$ cat src/rtl/uart_pkg.sv
// Shared UART definitions: state encodings, frame constants and defaults.
package uart_pkg;

  localparam int unsigned OVERSAMPLE_DEFAULT = 16;
  localparam int unsigned DATA_BITS          = 8;
  localparam logic        STOP_LEVEL         = 1'b1;

  // Receiver states; the encoding is visible on CS for debug.
  typedef enum logic [2:0] {
    RxIdle  = 3'd0,
    RxStart = 3'd1,
    RxData  = 3'd2,
    RxStop  = 3'd3,
    RxBreak = 3'd4
  } rx_state_e;

  // Transmitter states, kept here so both ends of the link share one package.
  typedef enum logic [3:0] {
    TxIdle  = 4'd0,
    TxStart = 4'd1,
    TxData  = 4'd2,
    TxStop  = 4'd3
  } tx_state_e;

endpackage

$ cat src/rtl/uart_sync.sv
// Metastability synchroniser for an asynchronous input; idles (and resets) high.
module uart_sync
  import uart_pkg::*;
#(
  parameter int unsigned SYNC_STAGES = 2
) (
  input  logic clock,
  input  logic reset,
  input  logic d,
  output logic q
);

  logic [SYNC_STAGES-1:0] stages;

  // Shift the raw input through the flop chain; reset to the idle-high level.
  always_ff @(posedge clock or posedge reset) begin
    if (reset) begin
      stages <= '1;
    end else begin
      stages <= {stages[SYNC_STAGES-2:0], d};
    end
  end

  assign q = stages[SYNC_STAGES-1];

endmodule

$ cat src/rtl/uart_rx_only.sv
// 8N1 UART receiver with oversample-tick bit timing, a holding register,
// ready/read handshake and framing/overrun status.
// OVERSAMPLE must be an even power of two in 8..64; SYNC_STAGES at least 2.
module uart_rx_only
  import uart_pkg::*;
#(
  parameter int unsigned OVERSAMPLE  = OVERSAMPLE_DEFAULT,
  parameter int unsigned SYNC_STAGES = 2
) (
  input  logic       clock,
  input  logic       reset,
  input  logic       rxd,
  input  logic       sample,
  input  logic       rd,
  output logic [7:0] dout,
  output logic       ready,
  output logic       frame_err,
  output logic       overrun,
  output logic [2:0] CS
);

  localparam int unsigned TW = $clog2(OVERSAMPLE);
  // Mid start bit: half a bit period after the falling edge was first seen.
  localparam logic [TW-1:0] TICK_MID = TW'(OVERSAMPLE / 2 - 1);
  localparam logic [TW-1:0] TICK_END = TW'(OVERSAMPLE - 1);
  localparam logic [2:0]    LAST_BIT = 3'(DATA_BITS - 1);

  logic            rxd_s;
  rx_state_e       state;
  logic [TW-1:0]   tick_cnt;
  logic [2:0]      bit_cnt;
  logic [7:0]      shreg;

  uart_sync #(
    .SYNC_STAGES(SYNC_STAGES)
  ) u_sync (
    .clock(clock),
    .reset(reset),
    .d    (rxd),
    .q    (rxd_s)
  );

  // Receive FSM with its counters, shift register and registered status outputs.
  always_ff @(posedge clock or posedge reset) begin
    if (reset) begin
      state     <= RxIdle;
      tick_cnt  <= '0;
      bit_cnt   <= '0;
      shreg     <= '0;
      dout      <= '0;
      ready     <= 1'b0;
      frame_err <= 1'b0;
      overrun   <= 1'b0;
    end else begin
      // A read clears the status; a completion on the same edge overrides below.
      if (rd && ready) begin
        ready     <= 1'b0;
        frame_err <= 1'b0;
        overrun   <= 1'b0;
      end
      case (state)
        RxIdle: begin
          if (sample && !rxd_s) begin
            state    <= RxStart;
            tick_cnt <= '0;
          end
        end
        RxStart: begin
          if (sample) begin
            if (tick_cnt == TICK_MID) begin
              if (!rxd_s) begin
                state    <= RxData;
                tick_cnt <= '0;
                bit_cnt  <= '0;
              end else begin
                state <= RxIdle;  // glitch, not a real start bit
              end
            end else begin
              tick_cnt <= tick_cnt + 1'b1;
            end
          end
        end
        RxData: begin
          if (sample) begin
            if (tick_cnt == TICK_END) begin
              shreg    <= {rxd_s, shreg[7:1]};
              tick_cnt <= '0;
              bit_cnt  <= bit_cnt + 1'b1;
              if (bit_cnt == LAST_BIT) begin
                state <= RxStop;
              end
            end else begin
              tick_cnt <= tick_cnt + 1'b1;
            end
          end
        end
        RxStop: begin
          if (sample) begin
            if (tick_cnt == TICK_END) begin
              tick_cnt <= '0;
              if (!ready || rd) begin
                dout      <= shreg;
                ready     <= 1'b1;
                frame_err <= (rxd_s != STOP_LEVEL);
                overrun   <= overrun;  // undo the read clear above
              end else begin
                overrun <= 1'b1;
              end
              state <= rxd_s ? RxIdle : RxBreak;
            end else begin
              tick_cnt <= tick_cnt + 1'b1;
            end
          end
        end
        RxBreak: begin
          // Wait for the line to return high so a held-low line never re-triggers.
          if (rxd_s) begin
            state <= RxIdle;
          end
        end
        default: state <= RxIdle;
      endcase
    end
  end

  assign CS = state;

endmodule

$ cat config.mk
export PLATFORM = sky130hd
export DESIGN_NAME = uart_rx_only
export DESIGN_NICKNAME = d
export VERILOG_FILES = /design/src/rtl/uart_pkg.sv /design/src/rtl/uart_sync.sv /design/src/rtl/uart_rx_only.sv
export SDC_FILE = /design/constraint.sdc
export NUM_CORES = 1
export LEC_CHECK = 0
export ABC_AREA = 1
export CORE_MARGIN = 3
export CORE_UTILIZATION = 37
export CTS_CLUSTER_DIAMETER = 60
export CTS_CLUSTER_SIZE = 14
export DETAILED_ROUTE_END_ITERATION = 16
export HOLD_SLACK_MARGIN = 0.03
export PLACE_DENSITY_LB_ADDON = 0.2
export SYNTH_ARGS = -nofsm -noshare
export SYNTH_HDL_FRONTEND = slang
export SYNTH_SLANG_ARGS = --single-unit
$ cat constraint.sdc
create_clock -name clock -period 5.3 [get_ports clock]
set_clock_uncertainty 0.2 [all_clocks]
set_input_delay 1.59 -clock clock [delete_from_list [all_inputs] [get_ports clock]]
set_output_delay 1.59 -clock clock [all_outputs]
set_load 0.005 [all_outputs]
==> flow_summary.json, run 1 <==
{
  "grt_max_degree": 21,
  "ys_top_cells_by_count": "nand2_1 (66), dfrtp_1 (29), inv_1 (20)",
  "cts_buffers": 5,
  "netlist_instances": 186,
  "core_area_um2": 3850,
  "multi_input_area_um2": 678,
  "rows": 22,
  "p_per_area_nw_per_um2": 386,
  "arrival_ns": 1.36,
  "ys_seq_area_share_pct": 49.9,
  "final-max-slew-violation-count": 0,
  "fp.dieH_um": 70.9,
  "rr_startpoint": "tick_cnt[0]",
  "finalHoldViolCount": 0,
  "maxCapViolations": 0,
  "cp_slowest_cell": "clkdlybuf4s50_1",
  "setup_viol": 0,
  "fin_crit_ns": 3.15,
  "whs_ns": 0.157,
  "crit_fanout": 7,
  "ys_seq_elements": 31,
  "ctsResizeCount": 0,
  "synth_edf_count": 0,
  "wire_per_inst_um": 12.3,
  "syn_nets": 194,
  "dieArea_um2": 5030,
  "firstDrtPassIters": 4,
  "fmax_mhz": 318,
  "cts_buffer_depth": 2,
  "syn_area_um2": 1560,
  "hold_class": "flip-flop to flip-flop",
  "worstHoldStart": "u_sync.stages[0]",
  "grt_pass1_wl_mm": 5.73,
  "peakVddDrop_mv": 0.172,
  "drive_above_1_share_pct": 14.2,
  "post-cts-setup-buffer-count": 0,
  "grt_overflow": 0,
  "grt_setup_unrepaired": "no",
  "async_flop_share_pct": 100,
  "critPathLaunch": "CS[2]",
  "clk_pin_slew_worst_paths_ns": 0.07,
  "start_util_pct": 40.5,
  "finalNetCount": 218,
  "path_class": "flip-flop to output port",
  "period_share_pct": 59.4,
  "grt_pass1_vias": 1329,
  "fillers": 374,
  "h-tree-depth": 2,
  "track_usage_pct": 14.2,
  "yosysTopAreaCellShare_pct": 46.5,
  "cts_hold_buf": 0,
  "drcViolationCount": 0,
  "synthFlopType": "dfrtp_1",
  "dp_hpwl_mm": 2.28,
  "die_w_um": 70.9,
  "cp-end-kind": "output port",
  "path_buf_inv": 1,
  "worstPathCellList": "clkdlybuf4s50_1",
  "routed_via_density": 4.87,
  "fin_tns_setup_ns": 0,
  "relSlewSlack_pct": 67.5,
  "yosysWarnings": 0,
  "port_buffers": 18,
  "status": "completed",
  "gp_congestion": 0.816,
  "synth_most_common_cell": "nand2_1",
  "antenna_found_initial": 0,
  "cpLargestDelayFamily": "buffers and inverters",
  "drt_iter0_markers": 96,
  "cts_num_sinks": 31,
  "drt_wl_total_mm": 3.19,
  "root_buffer": "clkbuf_8",
  "crit_required_ns": 3.51,
  "tritoncts": "done",
  "tightest_slew_ns": 0.487,
  "yosysUniqueCellTypes": 26,
  "max_stage_delay_ns": 0.57,
  "netlist_top_cells_area": "dfrtp_1 (47%), nand2_1 (16%), inv_1 (4.8%)",
  "cellLeakagePower_nw": 0.962,
  "insertion_delay_ns": 0.29,
  "postSynthAreaPerCell_um2": 8.39,
  "regArea_um2": 778,
  "vias": 1261,
  "syn_to_final_growth_pct": 22.1,
  "startpoint_type": "flip-flop",
  "ios": 19,
  "antennaDiodeCount": 0,
  "yosys.area.top_type": "dfrtp_1",
  "ant_nets": 0
}
==> routing by layer <==
metal	up-vias	global-route usage [%]	part of all wire (%)
li1	632	-	-
met1	575	16.6	44
met2	38	22.6	48
met3	16	4.26	4.5
met4	0	9.39	3.6
met5	-	0	0
==> metrics by stage <==
stage	utilization, %	total power [W]	instance area [µm²]	setup WS [ns]	cells
floorplan	-	0.000432	1560	2.73	186
global placement	46.5	0.000491	1790	2.08	251
detailed placement	46.5	0.000498	1790	2.04	251
CTS	49.4	0.000737	1900	2.15	259
global route	49.4	0.000788	1900	2.10	259
finish	49.4	0.000736	1900	2.15	259
==> report_power, final <==
part | switching, W | leakage [nW] | internal, W
Combinational | 0.000130 | 0.501 | 0.0000758
Sequential | 0.0000343 | 0.403 | 0.000260
Clock | 0.0000954 | 0.0581 | 0.000140
Total | 0.000260 | 0.962 | 0.000476
==> state kept, by name, summed over array words and instances, names as in the netlist <==
name           cells
CS                 3
overrun            1
bit_cnt            3
shreg              8
dout               8
ready              1
frame_err          1
u_sync.stages      2
tick_cnt           4
==> layout make-up <==
class                           count  area share [%]
Sequential cell                    31            40.9
Multi-Input combinational cell    131            35.6
Timing Repair Buffer               19            9.86
Inverter                           22            4.60
Clock buffer                        5            3.61
Tap cell                           48            3.15
Clock inverter                      3            2.30
==> placed cells by master (no fill, tap or decap), types with 2 or more instances in the layout <==
master / Yosys / layout
o21ai_2: 8 / 8
nand2_4: 3 / 3
nor2_1: 14 / 14
clkbuf_8: 0 / 5
clkinv_4: 1 / 2
a21oi_1: 5 / 5
nand3_1: 10 / 10
o21ai_0: 8 / 8
clkdlybuf4s50_1: 0 / 18
nand4_1: 3 / 3
inv_1: 20 / 20
nand2_1: 66 / 66
nor2_4: 2 / 2
dfstp_2: 2 / 2
dfrtp_1: 29 / 29
ha_1: 3 / 3
==> kinds of logic after synthesis <==
family                   synth area share (%)
buffers and inverters                    6.66
AO/OA/AOI/OAI                            8.98
adder cells (fa/ha/maj)                  2.41
flip-flops                               49.9
AND/OR/NAND/NOR                          32.1
==> path summary, 6_finish.rpt <==
kind / end / slack (ns) / cells after the start
worst min-delay path: u_sync.stages[1] / 0.16 / 0
worst min register to register: u_sync.stages[1] / 0.16 / 0
min in group asynchronous: shreg[0] / 1.42 / 2
max in group asynchronous: u_sync.stages[0] / 2.79 / 3
worst max-delay path: CS[2] / 2.15 / 1
worst max register to register: dout[3] / 3.46 / 8
No activity file was read; power rests on OpenSTA's default activity.
==> run 2: changes to the inputs <==
Clock period 5.3 ns to 3.1 ns, I/O delays scaled along.
==> run 2 against run 1 <==
Net effect: sequential share of layout area is 0.19 points higher; non-clock buffer count is the same; utilization decreased by 0.23 points; count of clock-buffer cells in the layout up 2; register-to-register slack got worse by 2.2 ns; global-route usage decreased by 1.0 points; final cell count is the same.
==> flow_summary.json, run 2 (synthesis gave the netlist of run 1 again) <==
{
  "status": "completed",
  "crit_required_ns": 1.97,
  "mostFrequentLayoutCell": "nand2_1",
  "period_share_pct": 79.7,
  "maxCapViolations": 0,
  "swShare_pct": 34.8,
  "root_buffer": "clkbuf_8",
  "clk_pin_slew_worst_paths_ns": 0.07,
  "ant_nets": 0,
  "antenna_found_initial": 0,
  "grt_pass1_vias": 1261,
  "drive_above_1_share_pct": 14.2,
  "worstPathCellList": "clkdlybuf4s50_1",
  "cp-end-kind": "output port",
  "start_util_pct": 40.5,
  "pre_cts_slack_ns": 0.503,
  "antennaDiodeCount": 0,
  "gp_congestion": 0.809,
  "multi_input_area_um2": 678,
  "setup_viol": 0,
  "cts_buffer_depth": 2,
  "finalNetCount": 218,
  "fillers": 377,
  "final_cell_mix": "nand2_1 (66), dfrtp_1 (29), inv_1 (20)",
  "cts_buffers": 5,
  "dp_hpwl_mm": 2.18,
  "fmax_mhz": 405,
  "startpoint_type": "flip-flop",
  "max_stage_delay_ns": 0.56,
  "final_cells": 259,
  "p_sw_w": 0.000414,
  "final-max-slew-violation-count": 0,
  "drt_iter0_markers": 60,
  "p_per_area_nw_per_um2": 628,
  "syn_to_final_growth_pct": 21.5,
  "hold_class": "flip-flop to flip-flop",
  "top_regs": "dout x8, shreg x8, tick_cnt x4",
  "grt_pass1_wl_mm": 5.37,
  "grt_setup_unrepaired": "no",
  "p_int_w": 0.000776,
  "die_w_um": 70.9,
  "vias": 1261,
  "cpLargestDelayFamily": "buffers and inverters",
  "drt_wl_total_mm": 2.97,
  "fin_crit_ns": 2.47,
  "power.share.clock_pct": 29.3,
  "ctsResizeCount": 0,
  "regArea_um2": 778,
  "firstDrtPassIters": 4,
  "h-tree-depth": 2,
  "drcViolationCount": 0,
  "peakVddDrop_mv": 0.325,
  "cts_hold_buf": 0,
  "p_total_w": 0.00119,
  "arrival_ns": 1.34,
  "tritoncts": "done",
  "finalHoldViolCount": 0,
  "ios": 19,
  "p_comb_share_pct": 28.9,
  "path_class": "flip-flop to output port",
  "grt_max_degree": 32,
  "post-place-cells": 251,
  "crit_fanout": 7,
  "fin_tns_setup_ns": 0,
  "port_buffers": 18,
  "power_frac_seq_pct": 41.9,
  "cp_slowest_cell": "clkdlybuf4s50_1",
  "core_area_um2": 3850,
  "cts_num_sinks": 31,
  "post-cts-setup-buffer-count": 0,
  "relSlewSlack_pct": 74.1,
  "wire_per_inst_um": 11.5,
  "fin_ws_ns": 0.628,
  "dieArea_um2": 5030,
  "path_buf_inv": 1,
  "fp.dieH_um": 70.9,
  "rows": 22,
  "grt_overflow": 0,
  "cellLeakagePower_nw": 0.955,
  "track_usage_pct": 13.2,
  "tightest_slew_ns": 0.388,
  "reg2reg_slack_ns": 1.29,
  "routed_via_density": 4.87,
  "insertion_delay_ns": 0.27
}
## run 2: worst paths after layout
kind	depth (start not counted)	to	startpoint
max reg2reg	8	dout[2]	tick_cnt[0]
min in group asynchronous	3	tick_cnt[2]	reset
max in group asynchronous	3	u_sync.stages[1]	reset
min reg2reg	0	u_sync.stages[1]	u_sync.stages[0]
min	0	u_sync.stages[1]	u_sync.stages[0]
max	1	CS[2]	CS[2]
## run 2: area by class of cell
cell class | count | share of cell area, %
tap | 48 | 3.17
inverter | 22 | 4.62
multi-input combinational | 131 | 35.8
timing repair buffer | 19 | 9.90
clock inverter | 1 | 0.396
clock buffer | 7 | 5.08
sequential | 31 | 41.1
## run 2: per-layer routing
metal / part of all wire [%] / vias to the layer above / track usage [%] / routed length (µm)
li1: - / 635 / - / -
met4: 1.4 / 0 / 5.01 / 42
met3: 3.8 / 4 / 4.26 / 112
met2: 50 / 23 / 22.1 / 1470
met5: 0 / - / 0 / 0
met1: 45 / 599 / 15.7 / 1340
## run 2: worst reg2reg max path: cells and delay by family (launching register included)
kind | cells | cell delay (ns)
AOI/OAI and AO/OA | 1 | 0.05
adders and majority gates | 1 | 0.24
DFF | 1 | 0.43
buffers and inverters | 1 | 0.07
and+or+nand+nor | 5 | 0.70
## run 2: power groups by stage
stage                     logic [W]  registers, W  clock network, W
after floorplan            0.000242      0.000498                 0
after global placement     0.000333      0.000505                 0
after detailed placement   0.000342      0.000507                 0
after CTS                  0.000344      0.000499          0.000358
after global routing       0.000396      0.000508          0.000378
final                      0.000344      0.000499          0.000348
## run 2: stage by stage
stage | cell area (µm²) | hold slack (ns) | util, %
floorplan | 1560 | 0.145 | -
global placement | 1790 | 0.147 | 46.5
detailed placement | 1790 | 0.152 | 46.5
CTS | 1900 | 0.162 | 49.2
global route | 1900 | 0.165 | 49.2
finish | 1900 | 0.161 | 49.2
